===== src/rtl/idex_hazard_stage_if.sv =====
// Bundle of ID-side inputs and IDEX-side outputs for the ID/EX hazard stage.
interface idex_hazard_stage_if #(
  parameter int DATA_W = 32,
  parameter int CTRL_W = 16,
  parameter int CNT_W  = 16
);
  // ID-side (decoded instruction entering the stage)
  logic              id_valid;
  logic [4:0]        IFID_Reg_Rs;
  logic [4:0]        IFID_Reg_Rt;
  logic [4:0]        id_rd;
  logic [DATA_W-1:0] id_data1;
  logic [DATA_W-1:0] id_data2;
  logic [DATA_W-1:0] id_imm;
  logic [DATA_W-1:0] id_pc_plus4;
  logic [CTRL_W-1:0] id_ctrl;
  logic              id_MemRead;
  logic              id_RegWrite;
  logic              ex_flush;
  logic              mem_busy;

  // EX-side (registered fields) and fetch stall controls
  logic [4:0]        IDEX_Reg_Rs;
  logic [4:0]        IDEX_Reg_Rt;
  logic [4:0]        IDEX_Reg_Rd;
  logic [DATA_W-1:0] IDEX_Data1;
  logic [DATA_W-1:0] IDEX_Data2;
  logic [DATA_W-1:0] IDEX_Imm;
  logic [DATA_W-1:0] IDEX_PC_plus4;
  logic [CTRL_W-1:0] IDEX_Ctrl;
  logic              IDEX_MemRead;
  logic              IDEX_RegWrite;
  logic              IDEX_Valid;
  logic              PC_Write;
  logic              IFID_Write;
  logic [CNT_W-1:0]  bubble_cnt;
  logic [1:0]        state;

  modport master (
    output id_valid, IFID_Reg_Rs, IFID_Reg_Rt, id_rd, id_data1, id_data2,
           id_imm, id_pc_plus4, id_ctrl, id_MemRead, id_RegWrite,
           ex_flush, mem_busy,
    input  IDEX_Reg_Rs, IDEX_Reg_Rt, IDEX_Reg_Rd, IDEX_Data1, IDEX_Data2,
           IDEX_Imm, IDEX_PC_plus4, IDEX_Ctrl, IDEX_MemRead, IDEX_RegWrite,
           IDEX_Valid, PC_Write, IFID_Write, bubble_cnt, state
  );

  modport slave (
    input  id_valid, IFID_Reg_Rs, IFID_Reg_Rt, id_rd, id_data1, id_data2,
           id_imm, id_pc_plus4, id_ctrl, id_MemRead, id_RegWrite,
           ex_flush, mem_busy,
    output IDEX_Reg_Rs, IDEX_Reg_Rt, IDEX_Reg_Rd, IDEX_Data1, IDEX_Data2,
           IDEX_Imm, IDEX_PC_plus4, IDEX_Ctrl, IDEX_MemRead, IDEX_RegWrite,
           IDEX_Valid, PC_Write, IFID_Write, bubble_cnt, state
  );
endinterface


===== src/rtl/idex_hazard_stage.sv =====
// ID/EX pipeline register with load-use hazard detection, bubble insertion,
// flush on taken branch/jump, freeze on data-memory busy, and a saturating
// count of inserted load-use bubbles.
module idex_hazard_stage #(
  parameter int DATA_W = 32,
  parameter int CTRL_W = 16,
  parameter int CNT_W  = 16
) (
  input logic                clk,
  input logic                reset,
  idex_hazard_stage_if.slave bus
);

  typedef enum logic [1:0] {
    ST_RUN    = 2'b00,
    ST_BUBBLE = 2'b01,
    ST_HOLD   = 2'b10
  } state_t;

  state_t state_p1, state_nxt;

  logic [4:0]        rs_p1, rt_p1, rd_p1;
  logic [DATA_W-1:0] data1_p1, data2_p1, imm_p1, pc_plus4_p1;
  logic [CTRL_W-1:0] ctrl_p1;
  logic              mem_read_p1, reg_write_p1, vld_p1;
  logic [CNT_W-1:0]  bubble_cnt_p1;

  logic hazard;
  logic do_hold, do_bubble, do_count, fetch_en;

  function automatic logic [CNT_W-1:0] sat_inc(input logic [CNT_W-1:0] v);
    return (&v) ? v : v + {{(CNT_W-1){1'b0}}, 1'b1};
  endfunction

  // Load-use: the instruction in EX is a load whose target is read by ID.
  assign hazard = bus.id_valid & vld_p1 & mem_read_p1 & (rd_p1 != 5'd0)
                & ((rd_p1 == bus.IFID_Reg_Rs) | (rd_p1 == bus.IFID_Reg_Rt));

  // State register
  always_ff @(posedge clk) begin
    if (!reset) state_p1 <= ST_RUN;
    else        state_p1 <= state_nxt;
  end

  // Next state follows edge priority: flush, busy, hazard, normal load
  always_comb begin
    state_nxt = ST_RUN;
    if (bus.ex_flush)      state_nxt = ST_RUN;
    else if (bus.mem_busy) state_nxt = ST_HOLD;
    else if (hazard)       state_nxt = ST_BUBBLE;
  end

  // Stage actions and fetch stall; a flush never stalls fetch by itself
  always_comb begin
    do_hold   = 1'b0;
    do_bubble = 1'b0;
    do_count  = 1'b0;
    if (bus.ex_flush) begin
      do_bubble = 1'b1;
    end else if (bus.mem_busy) begin
      do_hold = 1'b1;
    end else if (hazard) begin
      do_bubble = 1'b1;
      do_count  = 1'b1;
    end
    fetch_en = ~(bus.mem_busy | (hazard & ~bus.ex_flush));
  end

  // ---- ID -> EX stage boundary ----
  // Pipeline register: hold on busy, zeroed bubble on flush/hazard, else capture ID
  always_ff @(posedge clk) begin
    if (!reset) begin
      rs_p1         <= '0;
      rt_p1         <= '0;
      rd_p1         <= '0;
      data1_p1      <= '0;
      data2_p1      <= '0;
      imm_p1        <= '0;
      pc_plus4_p1   <= '0;
      ctrl_p1       <= '0;
      mem_read_p1   <= 1'b0;
      reg_write_p1  <= 1'b0;
      vld_p1        <= 1'b0;
      bubble_cnt_p1 <= '0;
    end else if (do_hold) begin
      rs_p1 <= rs_p1;
    end else if (do_bubble) begin
      rs_p1        <= '0;
      rt_p1        <= '0;
      rd_p1        <= '0;
      data1_p1     <= '0;
      data2_p1     <= '0;
      imm_p1       <= '0;
      pc_plus4_p1  <= '0;
      ctrl_p1      <= '0;
      mem_read_p1  <= 1'b0;
      reg_write_p1 <= 1'b0;
      vld_p1       <= 1'b0;
      if (do_count) bubble_cnt_p1 <= sat_inc(bubble_cnt_p1);
    end else begin
      rs_p1        <= bus.IFID_Reg_Rs;
      rt_p1        <= bus.IFID_Reg_Rt;
      rd_p1        <= bus.id_rd;
      data1_p1     <= bus.id_data1;
      data2_p1     <= bus.id_data2;
      imm_p1       <= bus.id_imm;
      pc_plus4_p1  <= bus.id_pc_plus4;
      ctrl_p1      <= bus.id_ctrl;
      mem_read_p1  <= bus.id_MemRead;
      reg_write_p1 <= bus.id_RegWrite;
      vld_p1       <= bus.id_valid;
    end
  end

  assign bus.IDEX_Reg_Rs   = rs_p1;
  assign bus.IDEX_Reg_Rt   = rt_p1;
  assign bus.IDEX_Reg_Rd   = rd_p1;
  assign bus.IDEX_Data1    = data1_p1;
  assign bus.IDEX_Data2    = data2_p1;
  assign bus.IDEX_Imm      = imm_p1;
  assign bus.IDEX_PC_plus4 = pc_plus4_p1;
  assign bus.IDEX_Ctrl     = ctrl_p1;
  assign bus.IDEX_MemRead  = mem_read_p1;
  assign bus.IDEX_RegWrite = reg_write_p1;
  assign bus.IDEX_Valid    = vld_p1;
  assign bus.PC_Write      = fetch_en;
  assign bus.IFID_Write    = fetch_en;
  assign bus.bubble_cnt    = bubble_cnt_p1;
  assign bus.state         = state_p1;

endmodule

===== src/flat_wrapper.sv =====
// flat-port wrapper written by rule: the top's interface ports become plain ports
module idex_hazard_stage_flat 
#(
  parameter int DATA_W = 32,
  parameter int CTRL_W = 16,
  parameter int CNT_W  = 16
)
  (clk, reset, bus_id_valid, bus_IFID_Reg_Rs, bus_IFID_Reg_Rt, bus_id_rd, bus_id_data1, bus_id_data2, bus_id_imm, bus_id_pc_plus4, bus_id_ctrl, bus_id_MemRead, bus_id_RegWrite, bus_ex_flush, bus_mem_busy, bus_IDEX_Reg_Rs, bus_IDEX_Reg_Rt, bus_IDEX_Reg_Rd, bus_IDEX_Data1, bus_IDEX_Data2, bus_IDEX_Imm, bus_IDEX_PC_plus4, bus_IDEX_Ctrl, bus_IDEX_MemRead, bus_IDEX_RegWrite, bus_IDEX_Valid, bus_PC_Write, bus_IFID_Write, bus_bubble_cnt, bus_state);
  idex_hazard_stage_if #(.DATA_W(DATA_W), .CTRL_W(CTRL_W), .CNT_W(CNT_W)) bus_i ();
  input logic clk;
  input logic reset;
  input wire logic [$bits(bus_i.id_valid)-1:0] bus_id_valid;
  input wire logic [$bits(bus_i.IFID_Reg_Rs)-1:0] bus_IFID_Reg_Rs;
  input wire logic [$bits(bus_i.IFID_Reg_Rt)-1:0] bus_IFID_Reg_Rt;
  input wire logic [$bits(bus_i.id_rd)-1:0] bus_id_rd;
  input wire logic [$bits(bus_i.id_data1)-1:0] bus_id_data1;
  input wire logic [$bits(bus_i.id_data2)-1:0] bus_id_data2;
  input wire logic [$bits(bus_i.id_imm)-1:0] bus_id_imm;
  input wire logic [$bits(bus_i.id_pc_plus4)-1:0] bus_id_pc_plus4;
  input wire logic [$bits(bus_i.id_ctrl)-1:0] bus_id_ctrl;
  input wire logic [$bits(bus_i.id_MemRead)-1:0] bus_id_MemRead;
  input wire logic [$bits(bus_i.id_RegWrite)-1:0] bus_id_RegWrite;
  input wire logic [$bits(bus_i.ex_flush)-1:0] bus_ex_flush;
  input wire logic [$bits(bus_i.mem_busy)-1:0] bus_mem_busy;
  output wire logic [$bits(bus_i.IDEX_Reg_Rs)-1:0] bus_IDEX_Reg_Rs;
  output wire logic [$bits(bus_i.IDEX_Reg_Rt)-1:0] bus_IDEX_Reg_Rt;
  output wire logic [$bits(bus_i.IDEX_Reg_Rd)-1:0] bus_IDEX_Reg_Rd;
  output wire logic [$bits(bus_i.IDEX_Data1)-1:0] bus_IDEX_Data1;
  output wire logic [$bits(bus_i.IDEX_Data2)-1:0] bus_IDEX_Data2;
  output wire logic [$bits(bus_i.IDEX_Imm)-1:0] bus_IDEX_Imm;
  output wire logic [$bits(bus_i.IDEX_PC_plus4)-1:0] bus_IDEX_PC_plus4;
  output wire logic [$bits(bus_i.IDEX_Ctrl)-1:0] bus_IDEX_Ctrl;
  output wire logic [$bits(bus_i.IDEX_MemRead)-1:0] bus_IDEX_MemRead;
  output wire logic [$bits(bus_i.IDEX_RegWrite)-1:0] bus_IDEX_RegWrite;
  output wire logic [$bits(bus_i.IDEX_Valid)-1:0] bus_IDEX_Valid;
  output wire logic [$bits(bus_i.PC_Write)-1:0] bus_PC_Write;
  output wire logic [$bits(bus_i.IFID_Write)-1:0] bus_IFID_Write;
  output wire logic [$bits(bus_i.bubble_cnt)-1:0] bus_bubble_cnt;
  output wire logic [$bits(bus_i.state)-1:0] bus_state;
  assign bus_i.id_valid = bus_id_valid;
  assign bus_i.IFID_Reg_Rs = bus_IFID_Reg_Rs;
  assign bus_i.IFID_Reg_Rt = bus_IFID_Reg_Rt;
  assign bus_i.id_rd = bus_id_rd;
  assign bus_i.id_data1 = bus_id_data1;
  assign bus_i.id_data2 = bus_id_data2;
  assign bus_i.id_imm = bus_id_imm;
  assign bus_i.id_pc_plus4 = bus_id_pc_plus4;
  assign bus_i.id_ctrl = bus_id_ctrl;
  assign bus_i.id_MemRead = bus_id_MemRead;
  assign bus_i.id_RegWrite = bus_id_RegWrite;
  assign bus_i.ex_flush = bus_ex_flush;
  assign bus_i.mem_busy = bus_mem_busy;
  assign bus_IDEX_Reg_Rs = bus_i.IDEX_Reg_Rs;
  assign bus_IDEX_Reg_Rt = bus_i.IDEX_Reg_Rt;
  assign bus_IDEX_Reg_Rd = bus_i.IDEX_Reg_Rd;
  assign bus_IDEX_Data1 = bus_i.IDEX_Data1;
  assign bus_IDEX_Data2 = bus_i.IDEX_Data2;
  assign bus_IDEX_Imm = bus_i.IDEX_Imm;
  assign bus_IDEX_PC_plus4 = bus_i.IDEX_PC_plus4;
  assign bus_IDEX_Ctrl = bus_i.IDEX_Ctrl;
  assign bus_IDEX_MemRead = bus_i.IDEX_MemRead;
  assign bus_IDEX_RegWrite = bus_i.IDEX_RegWrite;
  assign bus_IDEX_Valid = bus_i.IDEX_Valid;
  assign bus_PC_Write = bus_i.PC_Write;
  assign bus_IFID_Write = bus_i.IFID_Write;
  assign bus_bubble_cnt = bus_i.bubble_cnt;
  assign bus_state = bus_i.state;
  idex_hazard_stage #(.DATA_W(DATA_W), .CTRL_W(CTRL_W), .CNT_W(CNT_W)) u_core (.clk(clk), .reset(reset), .bus(bus_i));
endmodule

===== config.mk =====
export PLATFORM = sky130hd
export DESIGN_NAME = idex_hazard_stage_flat
export DESIGN_NICKNAME = d
export VERILOG_FILES = /design/src/rtl/idex_hazard_stage_if.sv /design/src/rtl/idex_hazard_stage.sv /design/src/flat_wrapper.sv
export SDC_FILE = /design/constraint.sdc
export NUM_CORES = 1
export LEC_CHECK = 0
export BUFFER_PORTS_ARGS = -buffer_cell sky130_fd_sc_hd__buf_2
export CAP_MARGIN = 15
export CORE_AREA = 2 2 134 136
export DETAILED_ROUTE_END_ITERATION = 10
export DIE_AREA = 0 0 136 138
export PLACE_DENSITY = 0.76
export RECOVER_POWER = 25
export REMOVE_ABC_BUFFERS = 1
export SYNTH_ARGS = -nofsm -noshare
export SYNTH_HDL_FRONTEND = slang
export SYNTH_SLANG_ARGS = --single-unit

===== constraint.sdc =====
create_clock -name clk -period 4.4 [get_ports clk]
set_clock_uncertainty 0.05 [all_clocks]
set_input_delay 0.88 -clock clk [delete_from_list [all_inputs] [get_ports clk]]
set_output_delay 0.88 -clock clk [all_outputs]
set_load 0.005 [all_outputs]

==> results_dict.tcl <==
set metrics [dict create \
    status "finished clean" \
    grt_pass1_wl_mm 27.2 \
    finalWirelength_mm 17.7 \
    critPathKind "in2out" \
    clk_latency_ps 420 \
    p_per_area_mw_per_mm2 418 \
    synthMuxAreaShare_pct 0.334 \
    cts-buffers-inserted 17 \
    ys_warn_count 0 \
    grt_usage_pct 18.4 \
    yosys.area_share.simple_pct 5.91 \
    hp-class "reg2reg" \
    post-route-util_pct 47.9 \
    initial_core_util_pct 34.2 \
    finalCritPeriodShare_pct 76.9 \
    cts_htree_levels 4 \
    power_mw 3.51 \
    die_w_um 136 \
    ys_ff_latch 180 \
    dp.cells 1031 \
    synth_top_family_by_area "compound AO/OA/AOI/OAI gates" \
    max-cap-violations 0 \
    endpoint_kind "output port" \
    yosysSeqAreaShare_pct 60.2 \
    synthDistinctLibCells 40 \
    cp.required_ps 3470 \
    fin_hold_ws_ps 423 \
    routed_via_density 5.01 \
    internal_power_mw 2.64 \
    grt_remaining_overflow 0 \
    final_common_cell "buf_2" \
    ctsResizeCount 0 \
    dr.pass1.iters 4 \
    relSlewSlack_pct 38.7 \
    grt_pass1_vias 5013 \
    peakVddDrop_mv 0.242 \
    design_area_mm2 0.00840 \
    cts_tree "yes" \
    gp_congestion 0.785 \
    core_area_mm2 0.0175 \
    multiInputGateArea_mm2 0.00214 \
    drc_errors 0 \
    p_seq_share_pct 48.7 \
    p_leak_nw 3.96 \
    num-nets-final 988 \
    synth_fa_ha_area_share_pct 0.209 \
    max_freq_ghz 0.295 \
    die_y_um 138 \
    synth_xor_xnor_area_share_pct 1.46 \
    cp-start-kind "input port" \
    finalSetupViolations 0 \
    p_switching_mw 0.868 \
    dp_hpwl_mm 12.5 \
    area_delta_synth_final_pct 40.3 \
    antenna_found_initial 1 \
    post-cts-setup-buffers 0 \
    num_vias 5332 \
    slew_violations 0 \
    cts_buffer_depth 2 \
    cts.sinks 180 \
    finalHoldViolCount 0 \
    ios 348 \
    seq_area_mm2 0.00360 \
    p_comb_share_pct 6.8 \
    fin_crit_ps 3380 \
    avgSynthCellArea_um2 12.1 \
    fillers 1631 \
    critPathMaxFanout 32 \
    drive_gt1_share_pct 41.5 \
    cts_root_buf "clkbuf_16" \
    syn_inst 494 \
    synth_compound_area_share_pct 27.6 \
    drt-wirelength-per-cell_um 16.7 \
    tightest_slew_ps 915 \
    portBuffers 347 \
    ctsHoldBuffers 0 \
    clkSlewWorstSetupHoldPaths_ps 70 \
    ant_nets 0 \
    cp_data_arrival_time_ps 2450 \
    instances_no_fill 1064 \
    fp-row-count 49 \
    layout_common_cells "301 x buf_2, 180 x dfxtp_1, 162 x a22o_1" \
    power.share.clock_pct 44.5 \
    die_area_mm2 0.0188 \
    dpl-instance-area_mm2 0.00784 \
    synth.cell_area_mm2 0.00599 \
    rsz0062_at_grt "no" \
    swShare_pct 24.7 \
    drt_iter0_drc 345 \
    grt_start_max_net_pins 97 \
]
==> worst paths after layout <==
path | startpoint | endpoint | slack (ps) | cells past startpoint
max | bus_IFID_Reg_Rt[2] | bus_PC_Write | 1020 | 8
min reg2reg | u_core.bus.IDEX_Ctrl[3]$_SDFFE_PN0N_ | u_core.bus.IDEX_Ctrl[3]$_SDFFE_PN0N_ | 420 | 1
max reg2reg | u_core.bus.IDEX_Reg_Rd[2]$_SDFFE_PN0N_ | u_core.bus.IDEX_PC_plus4[22]$_SDFFE_PN0N_ | 1480 | 7
min | u_core.bus.IDEX_Ctrl[3]$_SDFFE_PN0N_ | u_core.bus.IDEX_Ctrl[3]$_SDFFE_PN0N_ | 420 | 1
==> per-stage QoR <==
step	setup slack [ps]	TNS, ps
CTS	1040	0
detailed placement	925	0
global route	847	0
floorplan	-1370	-221520
global placement	974	0
finish	1020	0
==> per-layer routing <==
| layer | GRT usage [%] | vias up | wire, um |
|---|---|---|---|
| met5 | 0 | - | 0 |
| met4 | 6.30 | 0 | 279 |
| met3 | 6.09 | 25 | 1560 |
| met2 | 29.4 | 239 | 8470 |
| met1 | 23.2 | 2498 | 7440 |
| li1 | - | 2570 | - |
==> power by group through the flow <==
stage / clock network (mW) / logic (mW) / registers (mW)
after global placement: 0 / 0.239 / 1.74
after detailed placement: 0 / 0.245 / 1.74
after global routing: 1.68 / 0.263 / 1.71
final: 1.56 / 0.240 / 1.71
after floorplan: 0 / 0.0858 / 1.74
after CTS: 1.60 / 0.245 / 1.71
==> synth_stat cells <==
cell       instances  area [um^2]
a21oi_1           13         65.1
nand4_4            1         21.3
or4_4              1         11.3
buf_2             11         55.1
and4_4             1         11.3
o211ai_1           1         7.51
nand2b_1           3         18.8
inv_1              4         15.0
nor2_1             6         22.5
or3_1              2         12.5
mux2i_1            2         20.0
buf_4              1         7.51
and2_1             3         18.8
clkbuf_1          22         82.6
nor4_1             1         6.26
and3_1             2         12.5
o21a_1             1         7.51
or3b_2             1         8.76
and4_1             1         8.76
ha_1               1         12.5
xor2_1            10         87.6
o311ai_0           1         8.76
o41ai_1            2         17.5
o2111ai_1          1         8.76
dfxtp_1          180         3600
o31ai_1            8         60.1
o311a_1            1         10.0
a22oi_1            1         7.51
buf_6              9          101
or4_1             10         75.1
and2_2             1         7.51
o21ba_2            1         10.0
nand2_1            7         26.3
a22o_1           162         1420
o31a_1             1         8.76
or3_2              1         7.51
nand3_1            7         35.0
nor3_1             5         25.0
o21ai_0            4         20.0
nand4_1            4         25.0
==> worst max-delay path: stages <==
cell	delay [ps]
buf_2	120
xor2_1	130
nor3_1	380
a22oi_1	160
buf_4	250
nor3_1	250
a21oi_1	130
buf_2	140
==> registers in the layout, summed over array words and instances (netlist names) <==
name,count
u_core.bus.IDEX_Reg_Rt,5
u_core.bus.IDEX_Reg_Rs,5
u_core.bus.state,2
u_core.bus.IDEX_Reg_Rd,5
u_core.bus.IDEX_Valid,1
u_core.bus.IDEX_MemRead,1
u_core.bus.bubble_cnt,16
u_core.bus.IDEX_RegWrite,1
u_core.bus.IDEX_PC_plus4,32
u_core.bus.IDEX_Imm,32
u_core.bus.IDEX_Ctrl,16
u_core.bus.IDEX_Data2,32
u_core.bus.IDEX_Data1,32
==> cells by family (layout without fill, tap and decap cells) <==
kind of cell / after synthesis / in the layout
buffers and inverters: 47 / 387
DFF: 180 / 180
xor gates and xnor gates: 10 / 10
adders and majority gates: 1 / 1
AOI/OAI and AO/OA: 197 / 197
muxes: 2 / 2
and+or+nand+nor: 57 / 57
other: 0 / 1
==> final cells by class <==
class	instances	share of cell area, %
clock buffers	18	5.23
inverters	4	0.179
multi-input cells	267	25.5
repair buffers	351	20.6
well taps	229	3.41
flip-flops and latches	180	42.9
clock inverters	14	2.13
diodes	1	0.0298
Note: power is estimated with default switching activity, not from simulation.
